## src/rtl/swd_transfer_engine_if.sv

```systemverilog
// swd_transfer_engine_if
// Bundles the three signal groups of the SWD transfer engine:
//   xfer_* / retry_limit : transfer request from the host (valid/ready handshake)
//   rsp_*                : one-cycle result strobe with held status/ack/rdata
//   seq_*                : command/response channel to the bit-level SWD sequencer
// Modports:
//   slave  - the transfer engine itself
//   master - the host plus sequencer side that drives and observes the engine
interface swd_transfer_engine_if;
  logic        xfer_valid;
  logic        xfer_ready;
  logic        xfer_apndp;
  logic        xfer_rnw;
  logic [1:0]  xfer_a;
  logic [31:0] xfer_wdata;
  logic [15:0] retry_limit;

  logic        rsp_valid;
  logic [2:0]  rsp_status;
  logic [2:0]  rsp_ack;
  logic [31:0] rsp_rdata;

  logic        seq_tx_valid;
  logic [15:0] seq_tx_cmd;
  logic [63:0] seq_tx_data;
  logic        seq_rx_valid;
  logic [63:0] seq_rx_data;

  modport slave (
    input  xfer_valid, xfer_apndp, xfer_rnw, xfer_a, xfer_wdata, retry_limit,
    input  seq_rx_valid, seq_rx_data,
    output xfer_ready, rsp_valid, rsp_status, rsp_ack, rsp_rdata,
    output seq_tx_valid, seq_tx_cmd, seq_tx_data
  );

  modport master (
    output xfer_valid, xfer_apndp, xfer_rnw, xfer_a, xfer_wdata, retry_limit,
    output seq_rx_valid, seq_rx_data,
    input  xfer_ready, rsp_valid, rsp_status, rsp_ack, rsp_rdata,
    input  seq_tx_valid, seq_tx_cmd, seq_tx_data
  );
endinterface

```

## src/rtl/swd_transfer_engine.sv

```systemverilog
// swd_transfer_engine
// Runs one SWD transfer (request, ACK, data phase with WAIT retries) by issuing
// a series of bit-sequence commands to an external sequencer, one at a time,
// with an enforced idle gap between commands.
// Ports:
//   clk    - controller clock, rising edge
//   resetn - asynchronous active-low reset
//   bus    - swd_transfer_engine_if.slave (request, response and sequencer groups)
module swd_transfer_engine #(
  parameter logic [3:0] SEQ_CMD_SWD_SEQ = 4'h1,
  parameter int         GAP_CYCLES      = 8
) (
  input  logic                  clk,
  input  logic                  resetn,
  swd_transfer_engine_if.slave  bus
);
  localparam int GW = (GAP_CYCLES < 2) ? 1 : $clog2(GAP_CYCLES + 1);
  localparam logic [GW-1:0] GAP_LOAD = GW'(GAP_CYCLES);

  localparam logic [2:0] ST_OK       = 3'd0;
  localparam logic [2:0] ST_WAIT     = 3'd1;
  localparam logic [2:0] ST_FAULT    = 3'd2;
  localparam logic [2:0] ST_PROTOCOL = 3'd3;
  localparam logic [2:0] ST_PARITY   = 3'd4;

  localparam logic [2:0] ACK_OK    = 3'b001;
  localparam logic [2:0] ACK_WAIT  = 3'b010;
  localparam logic [2:0] ACK_FAULT = 3'b100;

  typedef enum logic [2:0] {
    S_IDLE, S_REQ, S_ACK, S_RD, S_TRNW, S_WR, S_TRNE, S_RSP
  } state_t;

  state_t        state_reg;
  logic          xfer_ready_reg;
  logic          apndp_reg;
  logic          rnw_reg;
  logic [1:0]    a_reg;
  logic [31:0]   wdata_reg;
  logic [15:0]   retry_cnt_reg;
  logic [2:0]    ack_reg;
  logic [GW-1:0] gap_cnt_reg;
  logic          rx_prev_reg;
  logic          seq_tx_valid_reg;
  logic [15:0]   seq_tx_cmd_reg;
  logic [63:0]   seq_tx_data_reg;
  logic          rsp_valid_reg;
  logic [2:0]    rsp_status_reg;
  logic [2:0]    rsp_ack_reg;
  logic [31:0]   rsp_rdata_reg;

  // Input commands return bit k (first received = 0) at seq_rx_data[N-1-k].
  // rd_bits: 34-bit read phase, bits 0..31 data, bit 32 parity (turnaround dropped).
  // ack_in : 4-bit ACK phase, ack = {bit3, bit2, bit1} (turnaround bit0 dropped).
  logic [32:0] rd_bits;
  logic [2:0]  ack_in;
  logic        rd_par_ok;
  logic        rx_rise;
  logic        unused_rx_hi;

  generate
    for (genvar gi = 0; gi < 33; gi++) begin : g_rd_bits
      assign rd_bits[gi] = bus.seq_rx_data[33-gi];
    end
    for (genvar gi = 0; gi < 3; gi++) begin : g_ack_bits
      assign ack_in[gi] = bus.seq_rx_data[2-gi];
    end
  endgenerate

  assign rd_par_ok    = ~(^rd_bits);
  assign rx_rise      = bus.seq_rx_valid & ~rx_prev_reg;
  assign unused_rx_hi = ^bus.seq_rx_data[63:34];

  // Command word and shift data for the phase the FSM is currently in.
  logic        cmd_dir;
  logic [6:0]  cmd_len;
  logic [63:0] cmd_data;
  logic        req_par;

  assign req_par = apndp_reg ^ rnw_reg ^ a_reg[0] ^ a_reg[1];

  always_comb begin
    cmd_dir  = 1'b0;
    cmd_len  = 7'd0;
    cmd_data = '0;
    case (state_reg)
      S_REQ: begin
        cmd_len       = 7'd8;
        // park, stop, parity, A3, A2, RnW, APnDP, start (bit 0 shifted first)
        cmd_data[7:0] = {1'b1, 1'b0, req_par, a_reg[1], a_reg[0], rnw_reg, apndp_reg, 1'b1};
      end
      S_ACK: begin
        cmd_dir = 1'b1;
        cmd_len = 7'd4;
      end
      S_RD: begin
        cmd_dir = 1'b1;
        cmd_len = 7'd34;
      end
      S_TRNW, S_TRNE: begin
        cmd_dir = 1'b1;
        cmd_len = 7'd1;
      end
      S_WR: begin
        cmd_len        = 7'd33;
        cmd_data[32:0] = {^wdata_reg, wdata_reg};
      end
      default: ;
    endcase
  end

  always_ff @(posedge clk or negedge resetn) begin
    if (!resetn) begin
      state_reg        <= S_IDLE;
      xfer_ready_reg   <= 1'b1;
      apndp_reg        <= 1'b0;
      rnw_reg          <= 1'b0;
      a_reg            <= '0;
      wdata_reg        <= '0;
      retry_cnt_reg    <= '0;
      ack_reg          <= '0;
      gap_cnt_reg      <= '0;
      rx_prev_reg      <= 1'b0;
      seq_tx_valid_reg <= 1'b0;
      seq_tx_cmd_reg   <= '0;
      seq_tx_data_reg  <= '0;
      rsp_valid_reg    <= 1'b0;
      rsp_status_reg   <= '0;
      rsp_ack_reg      <= '0;
      rsp_rdata_reg    <= '0;
    end else begin
      rx_prev_reg   <= bus.seq_rx_valid;
      rsp_valid_reg <= 1'b0;
      // Gap counter counts down while no command is presented and sticks at 0.
      if (!seq_tx_valid_reg && gap_cnt_reg != '0)
        gap_cnt_reg <= gap_cnt_reg - GW'(1);

      case (state_reg)
        S_IDLE: begin
          if (bus.xfer_valid && xfer_ready_reg) begin
            apndp_reg      <= bus.xfer_apndp;
            rnw_reg        <= bus.xfer_rnw;
            a_reg          <= bus.xfer_a;
            wdata_reg      <= bus.xfer_wdata;
            retry_cnt_reg  <= bus.retry_limit;
            xfer_ready_reg <= 1'b0;
            state_reg      <= S_REQ;
          end
        end
        S_RSP: begin
          xfer_ready_reg <= 1'b1;
          state_reg      <= S_IDLE;
        end
        default: begin
          if (!seq_tx_valid_reg) begin
            if (gap_cnt_reg == '0) begin
              seq_tx_valid_reg <= 1'b1;
              seq_tx_cmd_reg   <= {SEQ_CMD_SWD_SEQ, 4'h0, cmd_dir, cmd_len};
              seq_tx_data_reg  <= cmd_data;
            end
          end else if (rx_rise) begin
            // Command completed: retire it, start the gap, advance one phase.
            seq_tx_valid_reg <= 1'b0;
            gap_cnt_reg      <= GAP_LOAD;
            rsp_rdata_reg    <= rsp_rdata_reg;
            case (state_reg)
              S_REQ: state_reg <= S_ACK;
              S_ACK: begin
                ack_reg <= ack_in;
                if (ack_in == ACK_OK) begin
                  state_reg <= rnw_reg ? S_RD : S_TRNW;
                end else if (ack_in == ACK_WAIT || ack_in == ACK_FAULT) begin
                  state_reg <= S_TRNE;
                end else begin
                  state_reg      <= S_RSP;
                  rsp_valid_reg  <= 1'b1;
                  rsp_status_reg <= ST_PROTOCOL;
                  rsp_ack_reg    <= ack_in;
                  rsp_rdata_reg  <= '0;
                end
              end
              S_RD: begin
                state_reg      <= S_RSP;
                rsp_valid_reg  <= 1'b1;
                rsp_status_reg <= rd_par_ok ? ST_OK : ST_PARITY;
                rsp_ack_reg    <= ack_reg;
                rsp_rdata_reg  <= rd_bits[31:0];
              end
              S_TRNW: state_reg <= S_WR;
              S_WR: begin
                state_reg      <= S_RSP;
                rsp_valid_reg  <= 1'b1;
                rsp_status_reg <= ST_OK;
                rsp_ack_reg    <= ack_reg;
                rsp_rdata_reg  <= '0;
              end
              S_TRNE: begin
                if (ack_reg == ACK_WAIT && retry_cnt_reg != '0) begin
                  retry_cnt_reg <= retry_cnt_reg - 16'd1;
                  state_reg     <= S_REQ;
                end else begin
                  state_reg      <= S_RSP;
                  rsp_valid_reg  <= 1'b1;
                  rsp_status_reg <= (ack_reg == ACK_WAIT) ? ST_WAIT : ST_FAULT;
                  rsp_ack_reg    <= ack_reg;
                  rsp_rdata_reg  <= '0;
                end
              end
              default: state_reg <= S_IDLE;
            endcase
          end
        end
      endcase
    end
  end

  assign bus.xfer_ready   = xfer_ready_reg;
  assign bus.seq_tx_valid = seq_tx_valid_reg;
  assign bus.seq_tx_cmd   = seq_tx_cmd_reg;
  assign bus.seq_tx_data  = seq_tx_data_reg;
  assign bus.rsp_valid    = rsp_valid_reg;
  assign bus.rsp_status   = rsp_status_reg;
  assign bus.rsp_ack      = rsp_ack_reg;
  assign bus.rsp_rdata    = rsp_rdata_reg;
endmodule

```

## src/flat_wrapper.sv

```systemverilog
// flat-port wrapper written by rule: the top's interface ports become plain ports
module swd_transfer_engine_flat 
#(
  parameter logic [3:0] SEQ_CMD_SWD_SEQ = 4'h1,
  parameter int         GAP_CYCLES      = 8
)
  (clk, resetn, bus_xfer_valid, bus_xfer_apndp, bus_xfer_rnw, bus_xfer_a, bus_xfer_wdata, bus_retry_limit, bus_seq_rx_valid, bus_seq_rx_data, bus_xfer_ready, bus_rsp_valid, bus_rsp_status, bus_rsp_ack, bus_rsp_rdata, bus_seq_tx_valid, bus_seq_tx_cmd, bus_seq_tx_data);
  swd_transfer_engine_if bus_i ();
  input  logic clk;
  input  logic resetn;
  input wire logic [$bits(bus_i.xfer_valid)-1:0] bus_xfer_valid;
  input wire logic [$bits(bus_i.xfer_apndp)-1:0] bus_xfer_apndp;
  input wire logic [$bits(bus_i.xfer_rnw)-1:0] bus_xfer_rnw;
  input wire logic [$bits(bus_i.xfer_a)-1:0] bus_xfer_a;
  input wire logic [$bits(bus_i.xfer_wdata)-1:0] bus_xfer_wdata;
  input wire logic [$bits(bus_i.retry_limit)-1:0] bus_retry_limit;
  input wire logic [$bits(bus_i.seq_rx_valid)-1:0] bus_seq_rx_valid;
  input wire logic [$bits(bus_i.seq_rx_data)-1:0] bus_seq_rx_data;
  output wire logic [$bits(bus_i.xfer_ready)-1:0] bus_xfer_ready;
  output wire logic [$bits(bus_i.rsp_valid)-1:0] bus_rsp_valid;
  output wire logic [$bits(bus_i.rsp_status)-1:0] bus_rsp_status;
  output wire logic [$bits(bus_i.rsp_ack)-1:0] bus_rsp_ack;
  output wire logic [$bits(bus_i.rsp_rdata)-1:0] bus_rsp_rdata;
  output wire logic [$bits(bus_i.seq_tx_valid)-1:0] bus_seq_tx_valid;
  output wire logic [$bits(bus_i.seq_tx_cmd)-1:0] bus_seq_tx_cmd;
  output wire logic [$bits(bus_i.seq_tx_data)-1:0] bus_seq_tx_data;
  assign bus_i.xfer_valid = bus_xfer_valid;
  assign bus_i.xfer_apndp = bus_xfer_apndp;
  assign bus_i.xfer_rnw = bus_xfer_rnw;
  assign bus_i.xfer_a = bus_xfer_a;
  assign bus_i.xfer_wdata = bus_xfer_wdata;
  assign bus_i.retry_limit = bus_retry_limit;
  assign bus_i.seq_rx_valid = bus_seq_rx_valid;
  assign bus_i.seq_rx_data = bus_seq_rx_data;
  assign bus_xfer_ready = bus_i.xfer_ready;
  assign bus_rsp_valid = bus_i.rsp_valid;
  assign bus_rsp_status = bus_i.rsp_status;
  assign bus_rsp_ack = bus_i.rsp_ack;
  assign bus_rsp_rdata = bus_i.rsp_rdata;
  assign bus_seq_tx_valid = bus_i.seq_tx_valid;
  assign bus_seq_tx_cmd = bus_i.seq_tx_cmd;
  assign bus_seq_tx_data = bus_i.seq_tx_data;
  swd_transfer_engine #(.SEQ_CMD_SWD_SEQ(SEQ_CMD_SWD_SEQ), .GAP_CYCLES(GAP_CYCLES)) u_core (.clk(clk), .resetn(resetn), .bus(bus_i));
endmodule
```

## config.mk

```make
export PLATFORM = sky130hd
export DESIGN_NAME = swd_transfer_engine_flat
export DESIGN_NICKNAME = d
export VERILOG_FILES = /design/src/rtl/swd_transfer_engine_if.sv /design/src/rtl/swd_transfer_engine.sv /design/src/flat_wrapper.sv
export SDC_FILE = /design/constraint.sdc
export NUM_CORES = 1
export LEC_CHECK = 0
export CAP_MARGIN = 20
export CELL_PAD_IN_SITES_DETAIL_PLACEMENT = 1
export CELL_PAD_IN_SITES_GLOBAL_PLACEMENT = 1
export CORE_MARGIN = 5
export CORE_UTILIZATION = 36
export CTS_BUF_LIST = sky130_fd_sc_hd__clkbuf_2
export CTS_CLUSTER_SIZE = 28
export DETAILED_ROUTE_END_ITERATION = 6
export PLACE_DENSITY = 0.93
export REMOVE_ABC_BUFFERS = 1
export SYNTH_ARGS = -nofsm -noshare
export SYNTH_HDL_FRONTEND = slang
export SYNTH_SLANG_ARGS = --single-unit
```

## constraint.sdc

```tcl
create_clock -name clk -period 2.97 [get_ports clk]
set_input_delay 0.594 -clock clk [delete_from_list [all_inputs] [get_ports clk]]
set_output_delay 0.594 -clock clk [all_outputs]
set_load 0.03 [all_outputs]
```

; Word-level counts from Yosys, hierarchy flattened
; Index checks and enable logic that the tools add are counted.
[totals]
in_bits = 120
ff_bits = 146
[classes]
bitwise = 8
n_eq_ne = 15
add_sub_neg = 2
n_reduce_logical = 32
mux = 49
[op_table]
columns = operator, n
row1 = case mux 32 bit (4 select lines), 1
row2 = 2-to-1 mux 32 bit, 3
row3 = 2-to-1 mux 16 bit, 5
row4 = 2-to-1 mux 3 bit, 13
row5 = parity 33 bit, 1
row6 = case mux 16 bit (2 select lines), 1
row7 = parity 32 bit, 1
row8 = case mux 6 bit (5 select lines), 1
row9 = 2-to-1 mux 25 bit, 1
row10 = 2-to-1 mux 4 bit, 4
row11 = case mux 8 bit (2 select lines), 1
row12 = nonzero test 16 bit, 1
row13 = subtractor 16 x 1 -> 16 bit (second input constant), 1
row14 = equality test 3 bit (second input constant), 5
row15 = case mux 3 bit (5 select lines), 1
row16 = AND reduction 7 bit, 2
row17 = equality test 3 x 2 -> 1 bit (second input constant), 4
row18 = 2-to-1 mux 1 bit, 12
row19 = case mux 3 bit (4 select lines), 1
row20 = nonzero test 2 bit, 5
row21 = case mux 3 bit (3 select lines), 1
row22 = nonzero test 3 bit, 3
row23 = nonzero test 4 bit, 2
row24 = equality test 3 x 1 -> 1 bit (second input constant), 2
row25 = 21 further kinds, 34

; Depth between registers and ports, before layout
; Gate-level depths: netlist of run 1.
[depth]
word_depth = 8
depth_mapped = 10
depth_no_buf = 8

; Least setup slack after synthesis of run 1
; OpenSTA, ideal clock, no wires.
[synth_path]
path_kind = reg2reg
from = register u_core.retry_cnt_reg[6]
to = register u_core.retry_cnt_reg[13]
slack_ps = 746
stages_incl_launch_ff = 7
arrival_ps = 2103
path_buffers = 1
cell_sequence = dfrtp_1 > buf_6 > or4_4 > or3_4 > or3_1 > o22a_1 > o22a_1
[synth_via]
elab_chain_cells = 6
[synth_lines]
columns = element, line_no
row1 = "start, declared", swd_transfer_engine.sv:40  ; logic [15:0] retry_cnt_reg;
row2 = "start signal, assigned", swd_transfer_engine.sv:145  ; retry_cnt_reg <= bus.retry_limit;
row3 = "start signal, assigned", swd_transfer_engine.sv:199  ; retry_cnt_reg <= retry_cnt_reg - 16'd1;
row4 = subtractor 16 x 1 -> 16 bit, swd_transfer_engine.sv:199
row5 = 2-to-1 mux 16 bit, swd_transfer_engine.sv:198  ; if (ack_reg == ACK_WAIT && retry_cnt_reg != '0) begin
row6 = 2-to-1 mux 16 bit, swd_transfer_engine.sv:166  ; case (state_reg)
row7 = 2-to-1 mux 16 bit, swd_transfer_engine.sv:161  ; end else if (rx_rise) begin
row8 = 2-to-1 mux 16 bit, swd_transfer_engine.sv:155  ; if (!seq_tx_valid_reg) begin
row9 = case mux 16 bit (2 select lines), swd_transfer_engine.sv:138  ; case (state_reg)
; Several ways; a longest one is shown, not always the timed one. The select of a mux whose other input is x is not followed.
; A chain may end at the register's enable or synchronous reset.

; Final worst setup path of run 1
[layout_path]
from = register u_core.retry_cnt_reg[6]
to = register u_core.rsp_rdata_reg[20] (netlist: u_core.bus.rsp_rdata[20])
[layout_via]
elab_chain_cells = 4
[layout_lines]
columns = element, line_no
row1 = nonzero test 16 bit, swd_transfer_engine.sv:198
row2 = logical AND 1 bit, swd_transfer_engine.sv:198
row3 = != test 2 bit (no source line), --
row4 = AND reduction 7 bit (no source line), --
row5 = "end signal, assigned", swd_transfer_engine.sv:165  ; rsp_rdata_reg <= rsp_rdata_reg;
row6 = "end signal, assigned", swd_transfer_engine.sv:187  ; rsp_rdata_reg <= rd_bits[31:0];
row7 = "end, declared", swd_transfer_engine.sv:50  ; logic [31:0] rsp_rdata_reg;
; No other way between the ends.

==> key figures, run 1 <==
Status
  • Status: finished, final reports clean

STA
  • Fin Clk Skew: 0.0293 ns
  • Fin. Hold Viols: 0
  • Total negative setup slack: 0 ns
  • Worst slew pin tran: 0.881 ns
  • Final setup fails: 0
  • Fin crit share: 88.8%
  • Slew Limit Fails: 0
  • RSZ-0062 raised after global routing: false
  • Max_slew headroom: 41.0%
  • Fmax: 0.379 GHz
  • Final min period: 2.64 ns

Drt
  • DR WL/cell: 18.3 microns
  • Final wirelength: 19700 microns
  • Drt pass-1 iters: 4
  • ANT nets after route: 0
  • Via Count: 5320
  • DR vias/cell: 4.94
  • DRC violations left: 0
  • Initial drt markers: 277

Floorplan
  • Die Y: 150 microns
  • Core area: 19300 sq um
  • Die Width: 150 microns
  • Row cnt: 51
  • IO Count: 241
  • Die footprint: 22400 sq um
  • Initial Utilization: 36.3%

Synthesis
  • Netlist cell types: 52
  • Mapped cell area: 7010 sq um
  • Sequential area share after synthesis: 51.4%
  • Avg Inst Size Synth: 11.2 sq um
  • Post-synth EDFFs: 0
  • Asr flop ratio synth: 100%
  • Synthesis Warnings: 0
  • Most common flop cell mapped by yosys: dfrtp_1
  • Post-Synthesis Cells: 625
  • #FFs+latches synth: 144

Critical path
  • Crit-path max FO: 19
  • Crit. End Element: register
  • Critical path type: register to register
  • Startpoint Class: register
  • Critical Path AT: 3.22 ns
  • Setup slack, reg-to-reg: 0.33 ns
  • Worst r2r src: u_core.retry_cnt_reg[6]
  • WP data required: 3.56 ns
  • Critical register-to-register path endpoint: u_core.bus.rsp_rdata[20]
  • Cells on worst reg2reg path: 7

Power and ir drop
  • VDD IR max: 0.258 mV
  • Leakage: 4.06 nW
  • PwrDens: 377 nW/um^2

Global route
  • Total gr overflow: 0
  • Vias in the first global route: 5923
  • First-pass GRT wire length: 31800 microns
  • Antenna violations before repair: 2
  • Overall routing resource usage: 18.0%
  • Largest net degree at the start of global routing: 47

Finish
  • Commonest non-fill, non-tap cell in the layout: clkdlybuf4s50_1
  • Nets@finish: 920
  • Fin util: 47.3%
  • Area grow syn2layout: 30.5%
  • Layout cells sized above 1: 13.7%
  • Most frequent cells in the layout: clkdlybuf4s50_1, dfrtp_1, a22o_1, xnor2_1, mux2_2
  • Max FFs per register: 33
  • Design Area, Final: 9150 sq um

Clock tree
  • # H-tree levels: 4
  • Clock root buffer: clkbuf_2
  • CTS tree: built
  • CTS max path bufs: 2
  • CTS sink cnt: 144
  • Worst-path clk slew: 0.22 ns
  • Clock Latency Late Sink: 0.69 ns
  • Total CTS buffers: 17
  • # resized after CTS: 0

Job
  • MaxCap Viol Count: 0

Place
  • Dpl hpwl: 14500 microns
  • Placed inst area: 8910 sq um
  • GPL Wtd Cong: 0.777
  • PortBufs: 170

Worst hold path
  • Worst hold path class: primary input to async pin
-- critical path, stage by stage (launching register included) --
cell      delay, ns
dfrtp_1        0.52
or4_4          0.61
nor4_4         0.19
a21oi_1        0.13
o22ai_2        0.10
o211ai_1       0.37
buf_4          0.37
a22o_1         0.26
-- logic make-up after synthesis --
kind of cell	after synthesis	synth area share, %
AOI/OAI and AO/OA	160	15.8
DFF	144	51.4
and+or+nand+nor	119	8.85
buffers and inverters	82	6.91
xor gates and xnor gates	66	8.44
muxes	51	8.12
adders and majority gates	2	0.357
other	1	0.0535
-- repair_timing --
action	4_1_cts	5_1_grt
hold endpoints to repair	41	0
hold buffers	1	0
setup buffers	0	0
-- how the worst max path moves through the flow --
stage | startpoint | to | slack [ns] | depth (start not counted)
after global placement | bus_seq_rx_data[2] | u_core.bus.rsp_rdata[12] | 0.08 | 8
after global routing | u_core.retry_cnt_reg[11] | u_core.bus.rsp_rdata[6] | 0.14 | 7
final | u_core.retry_cnt_reg[6] | u_core.bus.rsp_rdata[20] | 0.33 | 7
after detailed placement | bus_seq_rx_data[2] | u_core.bus.rsp_rdata[7] | 0.04 | 8
after floorplan | u_core.state_reg[2] | u_core.a_reg[0] | -0.32 | 3
after CTS | u_core.bus.xfer_ready | bus_xfer_ready | 0.29 | 1
-- cell type report --
class | count | area, sq um
clock inverters | 15 | 135
clock buffers | 17 | 85.1
inverters | 8 | 30.0
fillers | 2110 | 10200
diodes | 1 | 2.50
flip-flops and latches | 144 | 3600
well taps | 265 | 332
repair buffers | 189 | 1870
multi-input cells | 438 | 3080
-- metal layers --
metal | part of all wire, % | global-route usage, %
met3 | 5.9 | 5.12
met4 | 2.2 | 5.31
met5 | 0.066 | 0
met2 | 51 | 31.1
met1 | 41 | 22.0
-- per-stage QoR --
step / hold WS, ns / cells / total power [mW] / setup slack [ns]
2_1_floorplan: 0.298 / 590 / 2.20 / -0.318
3_3_place_gp: 0.463 / 1043 / 2.39 / 0.0822
3_5_place_dp: 0.477 / 1043 / 2.40 / 0.0373
4_1_cts: 0.308 / 1076 / 3.51 / 0.293
5_1_grt: 0.292 / 1077 / 3.62 / 0.145
6_report: 0.372 / 1077 / 3.44 / 0.333
-- cells in the mapped netlist (all sizes together), types with 2 or more instances --
cell     number  area, sq um
o211ai        2         15.0
o22ai         3         25.0
xnor2        57          499
o21a          2         15.0
a21o          3         22.5
xor2          8         70.1
a2bb2oi       2         17.5
clkbuf       24         90.1
mux2i         4         40.0
a21oi        31          155
mux2         47          529
inv           8         30.0
nor4         11         83.8
o21bai        2         15.0
nor2         34          128
nor3         12         70.1
a31oi         4         25.0
ha            2         25.0
or4           2         20.0
or3           6         47.5
o22a          4         35.0
dfrtp       143         3580
buf          50          364
nand2b       10         65.1
o21ai        40          200
nor2b         2         12.5
a211oi        2         15.0
a22o         62          543
and2          4         25.0
nand2        31          116
-- report_power, final --
| group | leakage, nW | switching (mW) | internal (mW) |
|---|---|---|---|
| Combinational | 1.98 | 0.202 | 0.197 |
| Sequential | 1.97 | 0.000257 | 1.97 |
| Clock | 0.114 | 0.774 | 0.305 |
| Total | 4.06 | 0.976 | 2.47 |
Note: power is estimated with default switching activity, not from simulation.
==> run 2, diff against run 1 <==
Settings changed: ABC_AREA from default to 1, ABC_CLOCK_PERIOD_IN_PS from default to 2970, CORE_UTILIZATION 36 to 34, GPL_ROUTABILITY_DRIVEN from default to 1, PLACE_DENSITY 0.93 to 0.92.
==> run 2 against run 1 <==
Maximum frequency up 2.8%. Highest routed layer is now met4. First-iteration DRC count down 4.3%. Critical path type is now register to output pin. Setup slack better by 0.073 ns. Final area up 5.4%. Sequential power up 57%. Clock-buffer cell count up 1. Critical endpoint is now bus_xfer_ready.
==> key figures, run 2 <==
Global route
  • Overall routing resource usage: 18.4% (+0.41 points)
  • First-pass GRT wire length: 36900 microns (+16%)
  • Antenna violations before repair: 1 (-1)
  • Largest net degree at the start of global routing: 65 (+38%)
  • Total gr overflow: 0 (unchanged)
  • Vias in the first global route: 7206 (+22%)

Finish
  • Reg area: 3600 sq um (unchanged)
  • Multi-input combinational cell area: 3280 sq um (+6.4%)
  • Area grow syn2layout: 28.6%
  • Most frequent cells in the layout: nand2_1, clkdlybuf4s50_1, dfrtp_1, inv_1, o21ai_0
  • # fillers: 2682 (+27%)
  • Design Area, Final: 9640 sq um (+5.4%)
  • Layout cells sized above 1: 6.38% (-7.3 points)
  • Max FFs per register: 33 (unchanged)
  • Commonest non-fill, non-tap cell in the layout: nand2_1
  • Nets@finish: 1237 (+34%)

Floorplan
  • Die footprint: 25100 sq um (+12%)
  • Row cnt: 54 (+5.9%)
  • Core area: 21800 sq um (+13%)
  • IO Count: 241 (unchanged)
  • Die Width: 158 microns (+6.0%)
  • Die Y: 158 microns (+6.0%)
  • Initial Utilization: 34.4% (-1.8 points)

Critical path
  • Max incr delay on CP: 0.68 ns (+0.07 ns)
  • Crit. End Element: output pin
  • Startpoint Class: register
  • Worst path top cell family by delay: buffers and inverters
  • Critical Path AT: 1.97 ns (-1.25 ns)
  • Buffer and inverter count on the worst path: 1 (unchanged)
  • Critical path type: register to output pin
  • WP data required: 2.38 ns (-1.18 ns)
  • Setup slack, reg-to-reg: 0.49 ns (+0.16 ns)
  • CP max stage cell: clkdlybuf4s50_1
  • Crit-path max FO: 3 (-16)
  • Cell chain of the critical path: clkdlybuf4s50_1

Synthesis
  • Area contributors post-synth: dfrtp_1, nand2_1, buf_4
  • Asr flop ratio synth: 100% (unchanged)
  • Netlist cell types: 38 (-27%)
  • Avg Inst Size Synth: 7.95 sq um (-29%)
  • Yosys top cell by area: dfrtp_1
  • Share of the synthesized area in the top cell type: 47.8% (-3.3 points)
  • Post-synth EDFFs: 0 (unchanged)
  • #FFs+latches synth: 144 (unchanged)
  • Synthesis Warnings: 0 (unchanged)
  • Synth top cells by count: nand2_1, dfrtp_1, inv_1, o21ai_0, buf_4
  • Most common cell in the netlist: nand2_1
  • Post-Synthesis Cells: 943 (+51%)
  • Sequential area share after synthesis: 48.1% (-3.3 points)
  • Mapped cell area: 7490 sq um (+6.9%)
  • Most common flop cell mapped by yosys: dfrtp_1

STA
  • Slew Limit Fails: 0 (unchanged)
  • Fin Clk Skew: 0.0277 ns (-0.00163 ns)
  • Worst slew pin tran: 0.618 ns (-0.263 ns)
  • Fmax: 0.390 GHz (+2.8%)
  • Final setup fails: 0 (unchanged)
  • Fin. Hold Viols: 0 (unchanged)
  • Total negative setup slack: 0 ns (unchanged)
  • Max_slew headroom: 58.8% (+18 points)
  • Worst setup margin: 0.405 ns (+0.0726 ns)
  • Final min period: 2.56 ns (-0.0726 ns)
  • Fin crit share: 86.3% (-2.4 points)
  • RSZ-0062 raised after global routing: false

Drt
  • Initial drt markers: 265 (-4.3%)
  • DRC violations left: 0 (unchanged)
  • Via Count: 6748 (+27%)
  • DR WL/cell: 16.1 microns (-12%)
  • ANT nets after route: 0 (unchanged)
  • Drt pass-1 iters: 4 (unchanged)
  • DR vias/cell: 4.79 (-3.0%)
  • Final wirelength: 22700 microns (+15%)

Worst hold path
  • Worst hold path class: primary input to register

Status
  • Status: finished, final reports clean

Clock tree
  • CTS max path bufs: 2 (unchanged)
  • Clock Latency Late Sink: 0.70 ns (about the same)
  • Worst-path clk slew: 0.23 ns (about the same)
  • # hold bufs at CTS: 1 (unchanged)
  • # resized after CTS: 0 (unchanged)
  • CTS sink cnt: 144 (unchanged)
  • CTS tree: built
  • # H-tree levels: 4 (unchanged)
  • Post-CTS Setup Bufs: 0 (unchanged)
  • Total CTS buffers: 17 (unchanged)
  • Clock root buffer: clkbuf_2

Power and ir drop
  • PwrDens: 916 nW/um^2 (+140%)
  • Leakage: 4.77 nW (+17%)
  • VDD IR max: 0.390 mV (+51%)
  • Tot Pwr: 8.82 mW (+160%)

Place
  • PortBufs: 170 (unchanged)
  • Dpl hpwl: 17300 microns (+19%)
  • GPL Wtd Cong: 0.816 (+4.9%)
  • Placed inst area: 9350 sq um (+5.0%)
  • Post-placement setup slack: 0.383 ns (+0.346 ns)

Job
  • MaxCap Viol Count: 0 (unchanged)
-- run 2: cell types whose count changed after synthesis, sizes merged, moves of 23 or more --
cell,change
a21oi,-23
a22o,-35
inv,+81
mux2,-47
nand2,+344
o21ai,+38
xnor2,-27
-- run 2: cells by family (layout without fill, tap and decap cells) --
| group | after synthesis | count (layout) | share of synthesized area [%] |
|---|---|---|---|
| simple gates | 462 | 462 | 24.8 |
| flops | 144 | 144 | 48.1 |
| xor+xnor | 44 | 44 | 5.14 |
| other cells | 1 | 41 | 0.0501 |
| fa+ha+maj | 2 | 2 | 0.334 |
| buf+inv | 153 | 299 | 10.1 |
| compound gates | 137 | 137 | 11.4 |
-- run 2: final timing paths --
check / startpoint / end / depth (start not counted)
worst min-delay path: bus_seq_rx_valid / u_core.rx_prev_reg / 1
min in group asynchronous: resetn / u_core.wdata_reg[25] / 2
worst max register to register: u_core.gap_cnt_reg[0] / u_core.bus.seq_tx_data[27] / 12
worst max-delay path: u_core.bus.xfer_ready / bus_xfer_ready / 1
max in group asynchronous: resetn / u_core.bus.rsp_rdata[5] / 3
worst min register to register: u_core.bus.rsp_rdata[19] / u_core.bus.rsp_rdata[19] / 2
-- run 2: through the flow --
stage          util, %  instances  hold WS, ns
2_1_floorplan        -        918        0.298
3_3_place_gp      43.0       1375        0.455
3_5_place_dp      43.0       1375        0.457
4_1_cts           44.3       1408        0.296
5_1_grt           44.3       1409        0.306
6_report          44.3       1409        0.363
-- run 2: final cells by class --
cell class                      instances  share of cell area [%]
Antenna cell                            1                  0.0260
Clock buffer                           18                   0.935
Sequential cell                       144                    37.4
Inverter                               89                    3.52
Multi-Input combinational cell        685                    34.0
Tap cell                              280                    3.64
Clock inverter                         14                    1.86
Timing Repair Buffer                  178                    18.6
-- run 2: layer usage --
metal	part of all wire, %	wire [microns]	up-vias	track usage [%]
met2	52	11900	154	32.9
met5	0	0	-	0
met3	5.1	1150	32	4.46
met1	40	9070	3317	21.8
li1	-	-	3245	-
met4	2.6	591	0	6.21
-- run 2: where the power goes --
part	leakage [nW]	switching (mW)	total, mW	internal (mW)
Clock	0.160	0.778	1.27	0.492
Sequential	1.90	0.502	3.09	2.59
Combinational	2.72	2.81	4.47	1.66
==> RTL change 1, RTL diff (settings of run 2) <==
Make the reset (`resetn`) synchronous in one clocked block. Comments in the files are not updated.
--- a/src/rtl/swd_transfer_engine.sv
+++ b/src/rtl/swd_transfer_engine.sv
@@ -109,7 +109,7 @@
     endcase
   end
 
-  always_ff @(posedge clk or negedge resetn) begin
+  always_ff @(posedge clk) begin
     if (!resetn) begin
       state_reg        <= S_IDLE;
       xfer_ready_reg   <= 1'b1;
Check against the original RTL: differs if resetn is asserted again (counterexample within 4 cycles, from zero or initial values and one cycle with resetn low); with resetn held inactive, the same outputs for 10 cycles.
==> RTL change 1 against run 2 <==
Routed wire length fell by 2.7%. Area after synthesis fell by 3.2%. Highest routed layer unchanged. Final cell count up 7.7%. Setup slack worse by 7.4 ps. Sequential share of layout area shrank 6.6 points. Register-to-register slack better by 70 ps. Sequential cell count unchanged. Synthesized cell count rose by 13%. Final area decreased by 2.9%.
Power is not compared: it rests on default switching activity, and its combinational part moved more than twofold at a synthesized area within 25%.
==> RTL change 1: results (changes against run 2) <==
{
  "status": {
    "outcome": "completed"
  },
  "yosys": {
    "synth-main-ff-cell": "sky130_fd_sc_hd__dfxtp_1",
    "synth_seq_area_share": {"value": 39.8, "unit": "%", "change": "-8.4 points"},
    "synth_area": {"value": 0.00725, "unit": "sq mm", "change": "-3.2%"},
    "ys_async_sr_fraction": {"value": 0, "unit": "%", "change": "-100 points"},
    "synth_cells": {"value": 1067, "change": "+13%"},
    "ys_top_cells_by_area": "sky130_fd_sc_hd__dfxtp_1 40%, sky130_fd_sc_hd__nand2_1 18%, sky130_fd_sc_hd__a21oi_1 9.0%",
    "synth.lib_cells_used.distinct": {"value": 36, "change": "-5.3%"}
  },
  "grt": {
    "met2_capacity_usage_during_global_routing": {"value": 33.8, "unit": "%", "change": "+0.90 points"},
    "first_global_vias": {"value": 7473, "change": "+3.7%"},
    "grt_first_pass_wirelength": {"value": 35800, "unit": "microns", "change": "-2.8%"},
    "gr-usage-met3": {"value": 4.24, "unit": "%", "change": "-0.21 points"},
    "grt_util_all_layers": {"value": 18.1, "unit": "%", "change": "-0.37 points"}
  },
  "routing": {
    "detail_route.wl_per_cell": {"value": 14.5, "unit": "microns", "change": "-9.6%"},
    "detailroute.via_count": {"value": 7167, "change": "+6.2%"},
    "drt_first_iter_violations": {"value": 182, "change": "-31%"},
    "m1WireLength": {"value": 9000, "unit": "microns", "change": "-0.75%"},
    "met2WireLength": {"value": 11500, "unit": "microns", "change": "-3.1%"}
  },
  "cts": {
    "clock_transition_at_path_regs": {"value": 270, "unit": "ps", "change": "+40 ps"}
  },
  "min_path": {
    "worstHoldPathCells": {"value": 3, "change": "+2"},
    "worstHoldEndpoint": "u_core.wdata_reg[6]$_SDFFE_PN0P_"
  },
  "worst_setup_path": {
    "timing.critical_path.slowest_cell_delay": {"value": 770, "unit": "ps", "change": "+90 ps"},
    "worstSetupStartpoint": "u_core.bus.seq_tx_valid$_SDFFE_PN0N_",
    "worst_r2r_endpoint": "u_core.bus.rsp_rdata[5]$_SDFFE_PN0P_",
    "reg2reg_from": "u_core.retry_cnt_reg[0]$_SDFFE_PN0P_",
    "crit_fanout": {"value": 8, "change": "+5"},
    "setup.reg_to_reg.worst_slack": {"value": 560, "unit": "ps", "change": "+70 ps"}
  },
  "placed_design": {
    "placement.setup.worst_slack": {"value": 182, "unit": "ps", "change": "-202 ps"},
    "post_place_instance_area": {"value": 0.00908, "unit": "sq mm", "change": "-3.0%"}
  },
  "finish": {
    "num-fill-cells": {"value": 2704, "change": "+0.82%"},
    "drive_gt1_share": {"value": 5.80, "unit": "%", "change": "-0.58 points"}
  },
  "timing": {
    "worst-slew-pin-transition": {"value": 650, "unit": "ps", "change": "+32.3 ps"},
    "fin_hold_ws": {"value": 324, "unit": "ps", "change": "-39.0 ps"}
  }
}
## RTL change 1: cell types whose count changed in the layout (fill, tap and decap cells not counted), moves of 17 or more
cell | run 2 | this run
sky130_fd_sc_hd__nand2_1 | 373 | 347
sky130_fd_sc_hd__dfxtp_1 | 0 | 144
sky130_fd_sc_hd__o21ai_1 | 22 | 0
sky130_fd_sc_hd__a22o_1 | 27 | 0
sky130_fd_sc_hd__nor2_1 | 40 | 57
sky130_fd_sc_hd__inv_1 | 75 | 104
sky130_fd_sc_hd__dfrtp_1 | 143 | 0
sky130_fd_sc_hd__a21oi_1 | 8 | 130
## RTL change 1: final cells by class
type / count / area (sq um) / share of cell area, %
antenna: 1 / 2.50 / 0.0267
clock buffer: 17 / 85.1 / 0.909
clock inverter: 15 / 190 / 2.03
inverter: 113 / 424 / 4.53
multi-input combinational: 769 / 3610 / 38.6
sequential: 144 / 2880 / 30.8
tap: 275 / 344 / 3.68
timing repair buffer: 183 / 1820 / 19.4
## RTL change 1: cells by family (layout without fill, tap and decap cells)
group                      Yosys count  in the layout  synth area share, %
AOI/OAI and AO/OA                  222            222                 16.0
xor gates and xnor gates            49             49                 5.92
DFF                                144            144                 39.8
buffers and inverters              193            328                 12.6
muxes                                1              1                0.138
and+or+nand+nor                    455            455                 25.2
adders and majority gates            2              2                0.345
other                                1             41               0.0517
## RTL change 1: power breakdown
group | switching (uW) | leakage, uW | internal (uW)
combinational | 1200 | 0.00253 | 725
sequential | 170 | 0.00117 | 2130
clock | 875 | 0.000169 | 444
## RTL change 1: worst register-to-register path: cells and delay by family, from the launching register on
kind	cells	cell delay, ps
AOI/OAI and AO/OA	2	280
DFF	1	410
buffers and inverters	2	280
adders and majority gates	1	180
and+or+nand+nor	8	1180
==> RTL change 2, RTL diff (settings of run 2) <==
Without the edit above. `GAP_CYCLES` is set to 8 in 2 places; all go to 32.
--- a/src/rtl/swd_transfer_engine.sv
+++ b/src/rtl/swd_transfer_engine.sv
@@ -8,7 +8,7 @@
 //   bus    - swd_transfer_engine_if.slave (request, response and sequencer groups)
 module swd_transfer_engine #(
   parameter logic [3:0] SEQ_CMD_SWD_SEQ = 4'h1,
-  parameter int         GAP_CYCLES      = 8
+  parameter int         GAP_CYCLES      = 32
 ) (
   input  logic                  clk,
   input  logic                  resetn,
--- a/src/flat_wrapper.sv
+++ b/src/flat_wrapper.sv
@@ -2,7 +2,7 @@
 module swd_transfer_engine_flat 
 #(
   parameter logic [3:0] SEQ_CMD_SWD_SEQ = 4'h1,
-  parameter int         GAP_CYCLES      = 8
+  parameter int         GAP_CYCLES      = 32
 )
   (clk, resetn, bus_xfer_valid, bus_xfer_apndp, bus_xfer_rnw, bus_xfer_a, bus_xfer_wdata, bus_retry_limit, bus_seq_rx_valid, bus_seq_rx_data, bus_xfer_ready, bus_rsp_valid, bus_rsp_status, bus_rsp_ack, bus_rsp_rdata, bus_seq_tx_valid, bus_seq_tx_cmd, bus_seq_tx_data);
   swd_transfer_engine_if bus_i ();
Function: same outputs for any inputs over 10 cycles, from zero or initial values and one cycle with resetn low; that may be too few to reach the edited logic, so the function may still have changed.
==> RTL change 2 against run 2 <==
Non-clock buffer count is 2 higher. Setup slack worse by 13 ps. Critical path type unchanged. Area after synthesis is 1.2% higher. Routed wire length hardly changed. Maximum frequency is 0.51% lower. Final area is 0.93% higher. Total power is 15% lower. Sequential cell count is 2 higher.
==> RTL change 2: results (changes against run 2) <==
{
  "status": {
    "outcome": "completed"
  },
  "yosys": {
    "synth_area": {"value": 0.00758, "unit": "sq mm", "change": "+1.2%"},
    "synth.lib_cells_used.distinct": {"value": 37, "change": "-2.6%"},
    "synth_cells": {"value": 969, "change": "+2.8%"}
  },
  "cts": {
    "clock_latency": {"value": 730, "unit": "ps", "change": "+30 ps"},
    "clock_transition_at_path_regs": {"value": 290, "unit": "ps", "change": "+60 ps"}
  },
  "grt": {
    "grt_first_pass_wirelength": {"value": 37100, "unit": "microns", "change": "+0.58%"},
    "grt_start_max_net_pins": {"value": 66, "change": "+1.5%"},
    "met2_capacity_usage_during_global_routing": {"value": 31.3, "unit": "%", "change": "-1.6 points"},
    "met1_usage": {"value": 21.2, "unit": "%", "change": "-0.52 points"}
  },
  "finish": {
    "final-nonclk-buf-share": {"value": 18.6, "unit": "%", "change": "about the same"},
    "multi_input_area_share": {"value": 34.4, "unit": "%", "change": "+0.33 points"},
    "inverters": {"value": 85, "change": "-4.5%"},
    "multi_input_logic_cell_count": {"value": 711, "change": "+3.8%"},
    "antenna_cells_inserted": {"value": 2, "change": "+1"},
    "final-clk-cell-share": {"value": 2.53, "unit": "%", "change": "-0.26 points"},
    "seq_cell_count": {"value": 146, "change": "+1.4%"},
    "final.signal_buffer_count": {"value": 180, "change": "+1.1%"},
    "n_clock_buffer": {"value": 17, "change": "-1"}
  },
  "timing": {
    "fin_hold_ws": {"value": 356, "unit": "ps", "change": "-7.14 ps"},
    "setup_slack": {"value": 392, "unit": "ps", "change": "-13.3 ps"}
  },
  "worst_setup_path": {
    "setup.reg_to_reg.worst_slack": {"value": 520, "unit": "ps", "change": "+30 ps"},
    "reg2reg_from": "u_core.state_reg[2]$_DFFE_PN0P_"
  },
  "routing": {
    "post_drt_via_cell_ratio": {"value": 4.76, "change": "-0.56%"},
    "drt_first_iter_violations": {"value": 287, "change": "+8.3%"}
  },
  "pwr": {
    "vdd.ir_drop.worst": {"value": 0.000313, "unit": "V", "change": "-20%"}
  },
  "placed_design": {
    "dpl.hpwl": {"value": 17200, "unit": "microns", "change": "-0.51%"}
  }
}
==> RTL change 2: cell types whose count changed after synthesis, sizes merged, moves of 6 or more <==
| cell | run 2 | this run |
|---|---|---|
| a21oi | 8 | 14 |
| nand2 | 375 | 392 |
| o211ai | 13 | 2 |
| nand3 | 23 | 31 |
| nor2 | 51 | 59 |
==> RTL change 2: power by group through the flow <==
stage | sequential (uW) | combinational [uW] | clock, uW
2_1_floorplan | 2950 | 2230 | 0
6_report | 2840 | 3410 | 1210
3_5_place_dp | 2880 | 3430 | 0
4_1_cts | 2840 | 3450 | 1270
3_3_place_gp | 2840 | 3210 | 0
5_1_grt | 2900 | 3870 | 1360
==> RTL change 2: kinds of logic after synthesis <==
group	share of synthesized area, %
compound gates	10.5
xor+xnor	5.20
fa+ha+maj	0.495
buf+inv	9.75
flops	48.2
other cells	0.0495
simple gates	25.8
==> RTL change 2: what timing repair did <==
action,in CTS,in global routing
endpoints found under the setup margin,0,0
resized for setup,0,0
endpoints found under the hold margin,62,0
hold buffers,1,0
